### src/rtl/cnn_window_streamer_pkg.sv
// cnn_stream_pkg: shared sizing for the CNN window streamer.
// Holds the default frame/pixel geometry, the derived packed-window width and
// counter widths, and win_idx(), which gives the bit offset of window element
// (i,j) inside the packed window (i = row from the top, j = column from the left).
package cnn_stream_pkg;

    localparam int DATA_W = 8;   // pixel width in bits
    localparam int IMG_W  = 8;   // pixels per row, must be >= K
    localparam int IMG_H  = 8;   // rows per frame, must be >= K
    localparam int K      = 3;   // window is K x K

    localparam int WIN_W  = K * K * DATA_W;
    localparam int ROW_W  = $clog2(IMG_H);
    localparam int COL_W  = $clog2(IMG_W);

    function automatic int win_idx(input int i, input int j);
        return (i * K + j) * DATA_W;
    endfunction

endpackage

### src/rtl/cnn_window_streamer_if.sv
// cnn_window_streamer_if: pixel-in / window-out bus of the window streamer.
//   pix_valid, pix_data  -> streamer     pix_ready  <- streamer
//   win_ready            -> streamer     win_valid, win_data, win_zero,
//                                        win_row, win_col, frame_done <- streamer
// Handshake rule for both channels: a transfer happens on the rising clk edge
// where valid && ready are both 1. A source holding valid must keep its
// payload stable until that edge; ready may change freely and may depend
// combinationally on the other channel.
// Modports: master = the streamer, slave = the pixel source / window sink.
interface cnn_window_streamer_if;
    import cnn_stream_pkg::*;

    logic              pix_valid;
    logic              pix_ready;
    logic [DATA_W-1:0] pix_data;
    logic              win_valid;
    logic              win_ready;
    logic [WIN_W-1:0]  win_data;
    logic              win_zero;
    logic [ROW_W-1:0]  win_row;
    logic [COL_W-1:0]  win_col;
    logic              frame_done;

    modport master (
        input  pix_valid, pix_data, win_ready,
        output pix_ready, win_valid, win_data, win_zero, win_row, win_col, frame_done
    );

    modport slave (
        output pix_valid, pix_data, win_ready,
        input  pix_ready, win_valid, win_data, win_zero, win_row, win_col, frame_done
    );

endinterface

### src/rtl/cnn_window_streamer_line_buffer.sv
// cnn_line_buffer: DEPTH-deep, WIDTH-wide delay line that only advances when
// en is high. dout is the value written DEPTH enabled cycles ago, i.e. the
// pixel one image row above the one currently being written.
// Ports: clk, en (advance), din (new sample), dout (oldest sample).
// Contents are intentionally not reset; the streamer never emits a window that
// depends on entries written before the current frame's first K-1 rows.
module cnn_line_buffer #(
    parameter int DEPTH = 8,
    parameter int WIDTH = 8
) (
    input  logic             clk,
    input  logic             en,
    input  logic [WIDTH-1:0] din,
    output logic [WIDTH-1:0] dout
);

    logic [WIDTH-1:0] mem [DEPTH];

    always_ff @(posedge clk) begin
        if (en) begin
            mem[0] <= din;
            for (int i = 1; i < DEPTH; i++) begin
                mem[i] <= mem[i-1];
            end
        end
    end

    assign dout = mem[DEPTH-1];

endmodule

### src/rtl/cnn_window_streamer.sv
// cnn_window_streamer: turns a raster-order pixel stream into every valid
// K x K convolution window, one registered window per output handshake.
// Ports: clk, rst (synchronous, active high), bus (cnn_window_streamer_if.master):
//   pixel input  pix_valid/pix_ready/pix_data,
//   window output win_valid/win_ready/win_data/win_zero/win_row/win_col,
//   frame_done pulses one cycle after the frame's last window is consumed.
// The output stage is a single register, so the pixel path stalls while a
// window is pending and not being taken.
module cnn_window_streamer
    import cnn_stream_pkg::*;
(
    input  logic                  clk,
    input  logic                  rst,
    cnn_window_streamer_if.master bus
);

    logic              pix_ready;
    logic              accept;
    logic              emit;
    logic              col_last;
    logic              row_last;
    logic [ROW_W-1:0]  row_q;
    logic [COL_W-1:0]  col_q;
    logic [DATA_W-1:0] lb_in   [K-1];
    logic [DATA_W-1:0] lb_out  [K-1];
    logic [DATA_W-1:0] new_col [K];
    logic [DATA_W-1:0] win_q   [K][K];
    logic [DATA_W-1:0] win_nx  [K][K];
    logic [WIN_W-1:0]  win_packed;

    logic              win_valid_q;
    logic [WIN_W-1:0]  win_data_q;
    logic              win_zero_q;
    logic [ROW_W-1:0]  win_row_q;
    logic [COL_W-1:0]  win_col_q;
    logic              frame_done_q;

    assign pix_ready = !win_valid_q || bus.win_ready;
    assign accept    = bus.pix_valid && pix_ready;
    // Requiring c >= K-1 also flushes columns left over from the previous row.
    assign emit      = (row_q >= ROW_W'(K-1)) && (col_q >= COL_W'(K-1));
    assign col_last  = (col_q == COL_W'(IMG_W-1));
    assign row_last  = (row_q == ROW_W'(IMG_H-1));

    // Chain of K-1 line buffers: buffer 0 takes the live pixel, buffer n takes
    // buffer n-1's output, so buffer n outputs the pixel n+1 rows above.
    for (genvar n = 0; n < K-1; n++) begin : g_lb
        if (n == 0) begin : g_head
            assign lb_in[n] = bus.pix_data;
        end else begin : g_chain
            assign lb_in[n] = lb_out[n-1];
        end
        cnn_line_buffer #(
            .DEPTH (IMG_W),
            .WIDTH (DATA_W)
        ) u_lb (
            .clk  (clk),
            .en   (accept),
            .din  (lb_in[n]),
            .dout (lb_out[n])
        );
    end

    // Next window: shift every row one column left and append the new column,
    // oldest row on top, live pixel at the bottom.
    always_comb begin
        new_col[K-1] = bus.pix_data;
        for (int i = 0; i < K-1; i++) begin
            new_col[i] = lb_out[K-2-i];
        end
        for (int i = 0; i < K; i++) begin
            for (int j = 0; j < K-1; j++) begin
                win_nx[i][j] = win_q[i][j+1];
            end
            win_nx[i][K-1] = new_col[i];
        end
        win_packed = '0;
        for (int i = 0; i < K; i++) begin
            for (int j = 0; j < K; j++) begin
                win_packed[win_idx(i, j) +: DATA_W] = win_nx[i][j];
            end
        end
    end

    always_ff @(posedge clk) begin
        if (rst) begin
            row_q        <= '0;
            col_q        <= '0;
            win_valid_q  <= 1'b0;
            win_data_q   <= '0;
            win_zero_q   <= 1'b0;
            win_row_q    <= '0;
            win_col_q    <= '0;
            frame_done_q <= 1'b0;
            for (int i = 0; i < K; i++) begin
                for (int j = 0; j < K; j++) begin
                    win_q[i][j] <= '0;
                end
            end
        end else begin
            frame_done_q <= win_valid_q && bus.win_ready && row_last_win();

            if (win_valid_q && bus.win_ready) begin
                win_valid_q <= 1'b0;
            end

            if (accept) begin
                for (int i = 0; i < K; i++) begin
                    for (int j = 0; j < K; j++) begin
                        win_q[i][j] <= win_nx[i][j];
                    end
                end

                if (col_last) begin
                    col_q <= '0;
                    row_q <= row_last ? '0 : row_q + 1'b1;
                end else begin
                    col_q <= col_q + 1'b1;
                end

                // A load here overrides the clear above, giving 1 window/clk.
                if (emit) begin
                    win_valid_q <= 1'b1;
                    win_data_q  <= win_packed;
                    win_zero_q  <= (win_packed == '0);
                    win_row_q   <= row_q;
                    win_col_q   <= col_q;
                end
            end
        end
    end

    // True when the held window is the bottom-right window of the frame.
    function automatic logic row_last_win();
        return (win_row_q == ROW_W'(IMG_H-1)) && (win_col_q == COL_W'(IMG_W-1));
    endfunction

    assign bus.pix_ready  = pix_ready;
    assign bus.win_valid  = win_valid_q;
    assign bus.win_data   = win_data_q;
    assign bus.win_zero   = win_zero_q;
    assign bus.win_row    = win_row_q;
    assign bus.win_col    = win_col_q;
    assign bus.frame_done = frame_done_q;

endmodule

### src/flat_wrapper.sv
// flat-port wrapper written by rule: the top's interface ports become plain ports
module cnn_window_streamer_flat import cnn_stream_pkg::*;
  (clk, rst, bus_pix_valid, bus_pix_data, bus_win_ready, bus_pix_ready, bus_win_valid, bus_win_data, bus_win_zero, bus_win_row, bus_win_col, bus_frame_done);
  cnn_window_streamer_if bus_i ();
  input  logic clk;
  input  logic rst;
  input wire logic [$bits(bus_i.pix_valid)-1:0] bus_pix_valid;
  input wire logic [$bits(bus_i.pix_data)-1:0] bus_pix_data;
  input wire logic [$bits(bus_i.win_ready)-1:0] bus_win_ready;
  output wire logic [$bits(bus_i.pix_ready)-1:0] bus_pix_ready;
  output wire logic [$bits(bus_i.win_valid)-1:0] bus_win_valid;
  output wire logic [$bits(bus_i.win_data)-1:0] bus_win_data;
  output wire logic [$bits(bus_i.win_zero)-1:0] bus_win_zero;
  output wire logic [$bits(bus_i.win_row)-1:0] bus_win_row;
  output wire logic [$bits(bus_i.win_col)-1:0] bus_win_col;
  output wire logic [$bits(bus_i.frame_done)-1:0] bus_frame_done;
  assign bus_i.pix_valid = bus_pix_valid;
  assign bus_i.pix_data = bus_pix_data;
  assign bus_i.win_ready = bus_win_ready;
  assign bus_pix_ready = bus_i.pix_ready;
  assign bus_win_valid = bus_i.win_valid;
  assign bus_win_data = bus_i.win_data;
  assign bus_win_zero = bus_i.win_zero;
  assign bus_win_row = bus_i.win_row;
  assign bus_win_col = bus_i.win_col;
  assign bus_frame_done = bus_i.frame_done;
  cnn_window_streamer u_core (.clk(clk), .rst(rst), .bus(bus_i));
endmodule
### config.mk
export PLATFORM = sky130hd
export DESIGN_NAME = cnn_window_streamer_flat
export DESIGN_NICKNAME = d
export VERILOG_FILES = /design/src/rtl/cnn_window_streamer_pkg.sv /design/src/rtl/cnn_window_streamer_if.sv /design/src/rtl/cnn_window_streamer_line_buffer.sv /design/src/rtl/cnn_window_streamer.sv /design/src/flat_wrapper.sv
export SDC_FILE = /design/constraint.sdc
export NUM_CORES = 1
export LEC_CHECK = 0
export ABC_AREA = 1
export ABC_CLOCK_PERIOD_IN_PS = 2000
export BUFFER_PORTS_ARGS = -buffer_cell sky130_fd_sc_hd__buf_4
export CAP_MARGIN = 5
export CORE_AREA = 4 4 146 219
export CTS_CLUSTER_DIAMETER = 150
export CTS_CLUSTER_SIZE = 24
export DETAILED_ROUTE_END_ITERATION = 10
export DIE_AREA = 0 0 150 223
export PLACE_DENSITY = 0.57
export SYNTH_ARGS = -nofsm -noshare
export SYNTH_HDL_FRONTEND = slang
export SYNTH_SLANG_ARGS = --single-unit
### constraint.sdc
create_clock -name clk -period 2 [get_ports clk]
set_input_delay 0.3 -clock clk [delete_from_list [all_inputs] [get_ports clk]]
set_output_delay 0.3 -clock clk [all_outputs]
set_load 0.005 [all_outputs]
# After elaboration in Yosys (flattened, before gate mapping)
# Memory sizes are Yosys's and may differ from the RTL's.
# Cells that the tools add are included.
# W data, S select, Z words.
# op_classes
n_mux,20
reduce_logical,10
order_cmp,2
eq_ne,4
bitwise,9
add_sub_neg,2
# ops
cell,count
$logic_not A72 Y1,1
$mux W8,9
$eq A3 B3 Y1 const B,4
$mux W1,9
$or A1 B1 Y1,9
$add A3 B1 Y3 const B,2
$ge A3 B2 Y1 const B,2
$mux W3,2
$logic_and A1 B1 Y1,5
$reduce_and A2 Y1,2
$logic_not A1 Y1,1
$logic_or A1 B1 Y1,1
# word_totals
n_memories,3
inputBits,12
register_bits,87
output_inout_bits,82
ram_bits,200
# mem_list
name,depth,word_bits,rd,rd_ports_with_merged_regs,write_ports,line,text
u_core.win_q,3,24,3,0,3,cnn_window_streamer.sv:27,logic [DATA_W-1:0] win_q [K][K];
u_core.g_lb[0].u_lb.mem,8,8,8,0,8,cnn_window_streamer_line_buffer.sv:17,logic [WIDTH-1:0] mem [DEPTH];
u_core.g_lb[1].u_lb.mem,8,8,8,0,8,cnn_window_streamer_line_buffer.sv:17,

# Depth between registers and ports, before layout
# Gate-level depths: netlist (run 1).
# logic_depth
depth_word,7
ltp_mapped,10

# Hierarchy
# From an unflattened synthesis (run 1), not the netlist that was laid out.
# hier_totals
hier_cells,696
area_unflattened_um2,9077.5
# modules_own_cells
mod,n_inst,area_per_inst_um2,cells_each
cnn_window_streamer,1,5113.7,552
cnn_line_buffer,2,1981.9,72

# Least setup slack after synthesis (run 1)
# Ideal clock, no wire load.
# synth_path
path_kind,reg2reg
from,register u_core.win_valid_q (netlist: u_core.bus.win_valid)
to,register u_core.win_data_q[10] (netlist: u_core.bus.win_data[10])
t_arrival_ns,2.098
path_stages_with_launch,9
slack_ns,-0.218
required_time_ns,1.881
cell_sequence,dfxtp_1 nand2_4 nand2_4 inv_4 nand3_4 inv_4 buf_6 buf_2 a21oi_1
# synth_via
elab_chain_cells,4
# synth_rtl
element,line,text
start: declaration,cnn_window_streamer.sv:31,logic win_valid_q;
start signal: assignment,cnn_window_streamer.sv:89,win_valid_q <= 1'b0;
start signal: assignment,cnn_window_streamer.sv:104,win_valid_q <= 1'b0;
start signal: assignment,cnn_window_streamer.sv:123,win_valid_q <= 1'b1;
$logic_not A1 Y1,cnn_window_streamer.sv:38,assign pix_ready = !win_valid_q || bus.win_ready;
$logic_or A1 B1 Y1,cnn_window_streamer.sv:38,
via bus_pix_ready,flat_wrapper.sv:10,output wire logic [$bits(bus_i.pix_ready)-1:0] bus_pix_ready;
$logic_and A1 B1 Y1,cnn_window_streamer.sv:39,assign accept = bus.pix_valid && pix_ready;
via u_core.accept,cnn_window_streamer.sv:18,logic accept;
$reduce_and A2 Y1 (no source line),-,
end signal: assignment,cnn_window_streamer.sv:124,win_data_q <= win_packed;
end: declaration,cnn_window_streamer.sv:32,logic [WIN_W-1:0] win_data_q;
# The timed path passes the listed nets, and every way through them passes these cells.
# A chain may end at the register's enable or synchronous reset.

# Worst setup path after layout (run 1)
# layout_path
from,register u_core.col_q[1]
to,register u_core.win_data_q[42] (netlist: u_core.bus.win_data[42])
# layout_via
elab_chain_cells,3
# layout_rtl
element,line,text
start: declaration,cnn_window_streamer.sv:23,logic [COL_W-1:0] col_q;
start signal: assignment,cnn_window_streamer.sv:118,col_q <= col_q + 1'b1;
$ge A3 B2 Y1,cnn_window_streamer.sv:41,assign emit = (row_q >= ROW_W'(K-1)) && (col_q >= COL_W'(K-1));
$logic_and A1 B1 Y1,cnn_window_streamer.sv:41,
$reduce_and A2 Y1 (no source line),-,
# No other way between the ends.

==> results of run 1 <==
## Yosys cell counts, drive strengths merged
cell,count
nand3,8
nand4,4
dfxtp,87
a211oi,1
edfxtp,176
clkbuf,15
nand2,25
o21ai,81
inv,57
a21oi,57
buf,15
ha,6
o31ai,1
nor3,1
nor2,146
## final cells by class
class | count | area (um2) | area share
sequential | 263 | 7030 | 0.668
tap | 400 | 500 | 0.0476
timing repair buffer | 105 | 828 | 0.0787
inverter | 57 | 221 | 0.0211
clock buffer | 24 | 409 | 0.0389
multi-input combinational | 330 | 1530 | 0.146
## worst max path at each step
stage	depth (start not counted)	slack, ps	to	from
final	8	200	u_core.bus.win_data[42]	u_core.col_q[1]
after CTS	9	170	u_core.bus.win_data[42]	u_core.row_q[0]
after floorplan	3	30	u_core.win_q[0][0]	rst
after global routing	9	9	u_core.bus.win_data[34]	u_core.row_q[0]
after global placement	9	220	u_core.row_q[2]	bus_win_ready
after detailed placement	9	170	u_core.row_q[0]	bus_win_ready
## placed cells by master (no fill, tap or decap)
master	n
inv_2	2
nor3_1	1
inv_6	1
buf_12	3
nand2_2	2
a21oi_1	57
nand3_4	1
dlygate4sd3_1	1
ha_1	6
buf_4	101
nor2_2	1
o31ai_1	1
nor2_1	145
o21ai_0	81
dfxtp_1	87
clkbuf_1	9
nand3_1	7
inv_4	1
nand4_1	4
a211oi_2	1
edfxtp_1	176
nand2_4	2
inv_1	53
clkbuf_16	15
nand2_1	21
## through the flow
stage / instance area, um2 / utilization / instances
2_1_floorplan: 8930 / - / 680
3_3_place_gp: 10100 / 0.336 / 1154
3_5_place_dp: 10100 / 0.336 / 1154
4_1_cts: 10500 / 0.350 / 1179
5_1_grt: 10500 / 0.350 / 1179
6_report: 10500 / 0.350 / 1179
## critical path, delay by kind of cell (launching register included)
family | cells | cell delay, ps
compound gates | 2 | 230
fa+ha+maj | 1 | 170
buf+inv | 2 | 640
flops | 1 | 400
simple gates | 3 | 250
## per-layer routing
metal,track usage,up-vias,part of all wire
li1,-,2492,-
met1,0.136,2439,0.45
met2,0.172,89,0.49
met3,0.0150,24,0.042
met4,0.0248,0,0.017
met5,0,-,0
## logic make-up (layout without fill, tap and decap cells)
kind of cell | after synthesis | after routing | synth area share
simple gates | 184 | 184 | 0.0831
compound gates | 140 | 140 | 0.0796
fa+ha+maj | 6 | 6 | 0.00841
flops | 263 | 263 | 0.787
buf+inv | 87 | 186 | 0.0420
## flip-flops by register name, indices dropped and copies added (netlist names), 3 cells and up
signal,count
u_core.col_q,3
u_core.row_q,3
u_core.bus.win_row,3
u_core.g_lb.u_lb.mem,128
u_core.bus.win_col,3
u_core.bus.win_data,72
u_core.win_q,48
## power by group through the flow
stage	logic (uW)	registers, uW	clock network [uW]
6_report	306	6120	3020
5_1_grt	346	6140	3350
4_1_cts	316	6120	3160
3_5_place_dp	313	6240	0
3_3_place_gp	309	6230	0
2_1_floorplan	189	6210	0
==> run metrics, run 1 <==
# nets final 789; Post-Route Setup TNS 0 ps; hold buffer count at CTS 1; area grow syn2layout 17.8%; post-DP HPWL 11500 um; distinct cell type count after synthesis 21; CTS sink count 263; GPL Wtd Cong 0.744; max incr delay on CP 400 ps; Setup WS post-layout roughly 200 ps; Worst Hold Launch bus_pix_data[2]; #FFs+latches synth 263; Iter 0 DRT Violations 312; final setup fails 0; worst hold path type in2reg; run status complete, no violations; Die W 150 um; CP Launch Type flop; cts bufs inserted 14; RR Startpoint u_core.col_q[1]; Leak 0.00402 uW; Net Switching 1920 uW; gr usage total 0.102; Comb power frac 0.032; Place WS approximately 170 ps; filler cell count a little over 3000; DRT Pass-1 Iters 5; synthesized area per cell 13.1 um2; Core ar. around 0.030 mm2; Slew headroom 0.531; Worst EP arrival 2200 ps; Critical Path, Cell by Cell ha_1, nor2_1, nand2_1, nand3_4, inv_4, buf_4, o21ai_0, a21oi_1; maxcap violations 0; worst hold slack 27.2 ps; ANT nets after route 0; FF-to-FF path depth 8; sw frac 0.203; Post-Syn Instances 680; Routed WL per cell 14.7 um; Critical Setup Path Class reg2reg; pin count of the biggest net entering global routing about 130; setup slack, reg-to-reg 200 ps; initial antenna violation count 0; via count 5044; postcts setup bufs 0; required time worst endpoint 2410 ps; htree depth 1; Fmax 0.557 GHz; CTS root buf clkbuf_16; DIE HEIGHT 223 um; Vias/cell 4.28; Seq pwr share 0.647; I/O pins 94; Crit Path Max Fanout 44; worst slew pin tran 704 ps; slowest CP cell dfxtp_1; vias in the first global route between 4000 and 5000; Post-Route WL 17400 um; Reg-to-Reg End u_core.bus.win_data[42]; layout cells sized above 1 0.167; die area 0.0335 mm2; Post-CTS Resized 0; cell internal pwr 7530 uW; Final Critical Period 1800 ps; first-pass GRT wire length roughly 27000 um; final count of hold timing violations 0; Worst-path clk slew 100 ps; Net Count, Synth 698; worst vdd ir 0.558 mV; Starting Density 0.297; Layout Skew about 10 ps; PortBufs between 90 and 100; Final period util 0.898; Pins Over Slew Limit 0; post-route DRC violation count 0; Worst Hold Path EP u_core.g_lb[0].u_lb.mem[0][2]; Clock Latency Late Sink 470 ps; ANT cells 0; largest area contributor in the netlist edfxtp_1; Yosys Warn Count 0; register area share after synthesis 0.787; row count 78; hold path cells 1; Clock Path Buffers 3; total grt overflow 0; Crit. End Element flop; overall power 9440 uW; Mapped Area 0.00893 mm2; clock share of power 0.320; CTS tree done; Synth top area share 0.592; Pwr per Cell Area 898 mW/mm2; RSZ-0062 raised after global routing no; ranking of synthesized cells by area edfxtp_1 59%, dfxtp_1 20%, nor2_1 6.1%
No activity file was read; power rests on OpenSTA's default activity.
==> run 2, diff against run 1 <==
--- a/config.mk
+++ b/config.mk
@@ -5,16 +5,17 @@
 export SDC_FILE = /design/constraint.sdc
 export NUM_CORES = 1
 export LEC_CHECK = 0
-export ABC_AREA = 1
 export ABC_CLOCK_PERIOD_IN_PS = 2000
 export BUFFER_PORTS_ARGS = -buffer_cell sky130_fd_sc_hd__buf_4
 export CAP_MARGIN = 5
-export CORE_AREA = 4 4 146 219
+export CELL_PAD_IN_SITES_DETAIL_PLACEMENT = 0
+export CELL_PAD_IN_SITES_GLOBAL_PLACEMENT = 1
+export CORE_AREA = 4 4 147 220
 export CTS_CLUSTER_DIAMETER = 150
 export CTS_CLUSTER_SIZE = 24
 export DETAILED_ROUTE_END_ITERATION = 10
-export DIE_AREA = 0 0 150 223
-export PLACE_DENSITY = 0.57
+export DIE_AREA = 0 0 151 224
+export PLACE_DENSITY = 0.63
 export SYNTH_ARGS = -nofsm -noshare
 export SYNTH_HDL_FRONTEND = slang
 export SYNTH_SLANG_ARGS = --single-unit
==> run 2 against run 1 <==
Flip-flop and latch count did not move. Synthesized cell count decreased by 18%. Worst hold slack improved by 9.6 ps. Area after synthesis grew 1.3%. Die area up 1.1%. Sequential share of layout area down 0.68 points. Critical endpoint is now u_core.bus.win_data[51]. Largest cell class unchanged.
==> run metrics, run 2 <==
RSZ-0062 raised after global routing no; required time worst endpoint 2370 ps (-40 ps); register area share after synthesis 0.776 (-0.0104); I/O pins 94 (unchanged); Yosys Warn Count 0 (unchanged); cell internal pwr 7540 uW (+0.17%); Worst EP arrival 2250 ps (+50 ps); sequential cell area 0.00703 mm2 (unchanged); largest family of logic cells by synthesized area simple AND/OR/NAND/NOR gates; Vias/cell 4.33 (+1.2%); GPL Wtd Cong 0.716 (-3.7%); sw frac 0.204 (+0.000820); PortBufs 93 (unchanged); CTS tree done; via count 4597 (-8.9%); max reg flops 128 (unchanged); Setup WS post-layout 126 ps (-77.7 ps); commonest cells in the netlist 176 x edfxtp_1, 87 x dfxtp_1, 82 x nor2_1; post-DP HPWL 12200 um (+6.4%); Net Switching 1930 uW (+0.68%); hold path cells 1 (unchanged); Synth top area share 0.584 (-0.00786); final setup fails 0 (unchanged); total grt overflow 0 (unchanged); FF-to-FF path depth 7 (-1); Crit. End Element flop; area of the multi-input gates 0.00179 mm2 (+16%); Place WS 148 ps (-19.9 ps); worst vdd ir 0.475 mV (-15%); Async S/R FF share, synth 0 (unchanged); Core ar. 0.0303 mm2 (+0.65%); Layout Skew 22.4 ps (+12.6 ps); commonest non-fill, non-tap cells in the layout 176 x edfxtp_1, 100 x buf_4, 87 x dfxtp_1; worst slew pin tran 448 ps (-256 ps); ANT cells 0 (unchanged); Mapped Area 0.00905 mm2 (+1.3%); Pwr per Cell Area 891 mW/mm2 (-0.74%); distinct cell type count after synthesis 28 (+33%); synthesized area per cell 16.3 um2 (+24%); largest area contributor in the netlist edfxtp_1; slowest CP cell dfxtp_1; first-pass GRT wire length 27300 um (+1.6%); complex-gate fraction of the synthesized area 0.00982 (-0.0698); Net Count, Synth 573 (-18%); Final Critical Period 1870 ps (+77.7 ps); Die W 151 um (+0.67%); Largest Register u_core.g_lb.u_lb.mem; leading cell type in the layout, fill and taps excluded edfxtp_1; count leader, synth edfxtp_1; Pins Over Slew Limit 0 (unchanged); Clock Path Buffers 3 (unchanged); Fmax 0.534 GHz (-4.1%); #FFs+latches synth 263 (unchanged); run status complete, no violations; Seq pwr share 0.651 (+0.004); ANT nets after route 0 (unchanged); gr usage total 0.105 (+0.00334); die area 0.0338 mm2 (+1.1%); Post-Route WL 18000 um (+3.8%); CP Launch Type flop; filler cell count 2968 (-2.7%); Routed WL per cell 17.0 um (+15%); post-synthesis adder-cell area fraction 0.00830 (-0.000112); cts bufs inserted 14 (unchanged); Worst-path clk slew 100 ps (about the same); CTS root buf clkbuf_16; Post-CTS Resized 0 (unchanged); htree depth 1 (unchanged); final count of hold timing violations 0 (unchanged); Final period util 0.937 (+0.0389); layout cells sized above 1 0.195 (+0.0280); pin count of the biggest net entering global routing 82 (-38%); XOR/XNOR share of the synthesized area 0 (unchanged); Starting Density 0.299 (+0.00205); postcts setup bufs 0 (unchanged); DRT Pass-1 Iters 6 (+1); Post-Synth Simple-Gate Area 0.0936 (+0.0105); CTS sink count 263 (unchanged); Critical Path, Cell by Cell inv_1, ha_1, o311a_1, o31ai_4, buf_12, mux2i_1, nor2_1; Clock Latency Late Sink 490 ps (+20 ps); worst hold slack 36.7 ps (+9.58 ps); Iter 0 DRT Violations 329 (+5.4%); initial antenna violation count 0 (unchanged); clock share of power 0.323 (+0.003); post-route DRC violation count 0 (unchanged); Critical Setup Path Class reg2reg; area grow syn2layout 17.4%; # nets final 672 (-15%); worst hold path type in2reg; DIE HEIGHT 224 um (+0.45%); Crit Path Max Fanout 32 (-27%); maxcap violations 0 (unchanged); vias in the first global route 4613 (-6.8%); Comb power frac 0.027 (-0.005); ranking of synthesized cells by area edfxtp_1 58%, dfxtp_1 19%, mux2i_1 8.4%; max incr delay on CP 420 ps (+20 ps); hold buffer count at CTS 0 (-1); Post-Syn Instances 555 (-18%); ys flop type edfxtp_1; row count 78 (unchanged); post-synthesis mux area share 0.0841 (+0.0841); Slew headroom 0.701 (+0.171); Post-synth EDFFs 176 (unchanged); Leak 0.00444 uW (+10%)
run 2: metrics by stage:
step / setup TNS (ps) / util / std cells / total power, uW / area [um2]
5_1_grt: 0 / 0.351 / 1062 / 9850 / 10600
4_1_cts: 0 / 0.351 / 1062 / 9620 / 10600
3_3_place_gp: 0 / 0.338 / 1038 / 6540 / 10200
3_5_place_dp: 0 / 0.338 / 1038 / 6550 / 10200
6_report: 0 / 0.351 / 1062 / 9470 / 10600
2_1_floorplan: -191 / - / 555 / 6370 / 9050
run 2: worst paths after layout:
kind	startpoint	end	slack [ps]
hold reg to reg	u_core.g_lb[0].u_lb.mem[1][3]	u_core.g_lb[0].u_lb.mem[1][11]	410
setup reg to reg	u_core.col_q[0]	u_core.bus.win_data[51]	130
hold / removal	bus_pix_data[1]	u_core.g_lb[0].u_lb.mem[0][1]	40
setup / recovery	u_core.col_q[0]	u_core.bus.win_data[51]	130
run 2: cell families (layout without fill, tap and decap cells):
kind of cell             count (synthesis)  after routing
flip-flops                             263            263
AO/OA/AOI/OAI                           13             13
buffers and inverters                   27            134
AND/OR/NAND/NOR                        170            170
adder cells (fa/ha/maj)                  6              6
multiplexers                            76             76
run 2: area by class of cell:
class,instances,area share
Inverter,3,0.00130
Clock buffer,24,0.0385
Multi-Input combinational cell,265,0.168
Sequential cell,263,0.661
Timing Repair Buffer,107,0.0838
Tap cell,400,0.0471
run 2: layer usage:
layer	vias up	GRT usage	part of all wire	wire, um
met5	-	0	0	0
met4	0	0.0281	0.017	300
met3	20	0.0215	0.055	985
met2	81	0.181	0.51	9160
met1	2301	0.133	0.42	7600
li1	2195	-	-	-
run 2: power groups by stage:
stage          registers, uW  logic, uW  clock network, uW
3_5_place_dp            6290        261                  0
4_1_cts                 6170        261               3190
2_1_floorplan           6230        142                  0
3_3_place_gp            6290        257                  0
6_report                6160        252               3060
5_1_grt                 6190        279               3380
run 2: critical path, delay by kind of cell (launching register included):
family | cells | cell delay (ps)
DFF | 1 | 420
muxes | 1 | 230
buffers and inverters | 2 | 350
adders and majority gates | 1 | 190
AOI/OAI and AO/OA | 2 | 490
and+or+nand+nor | 1 | 50
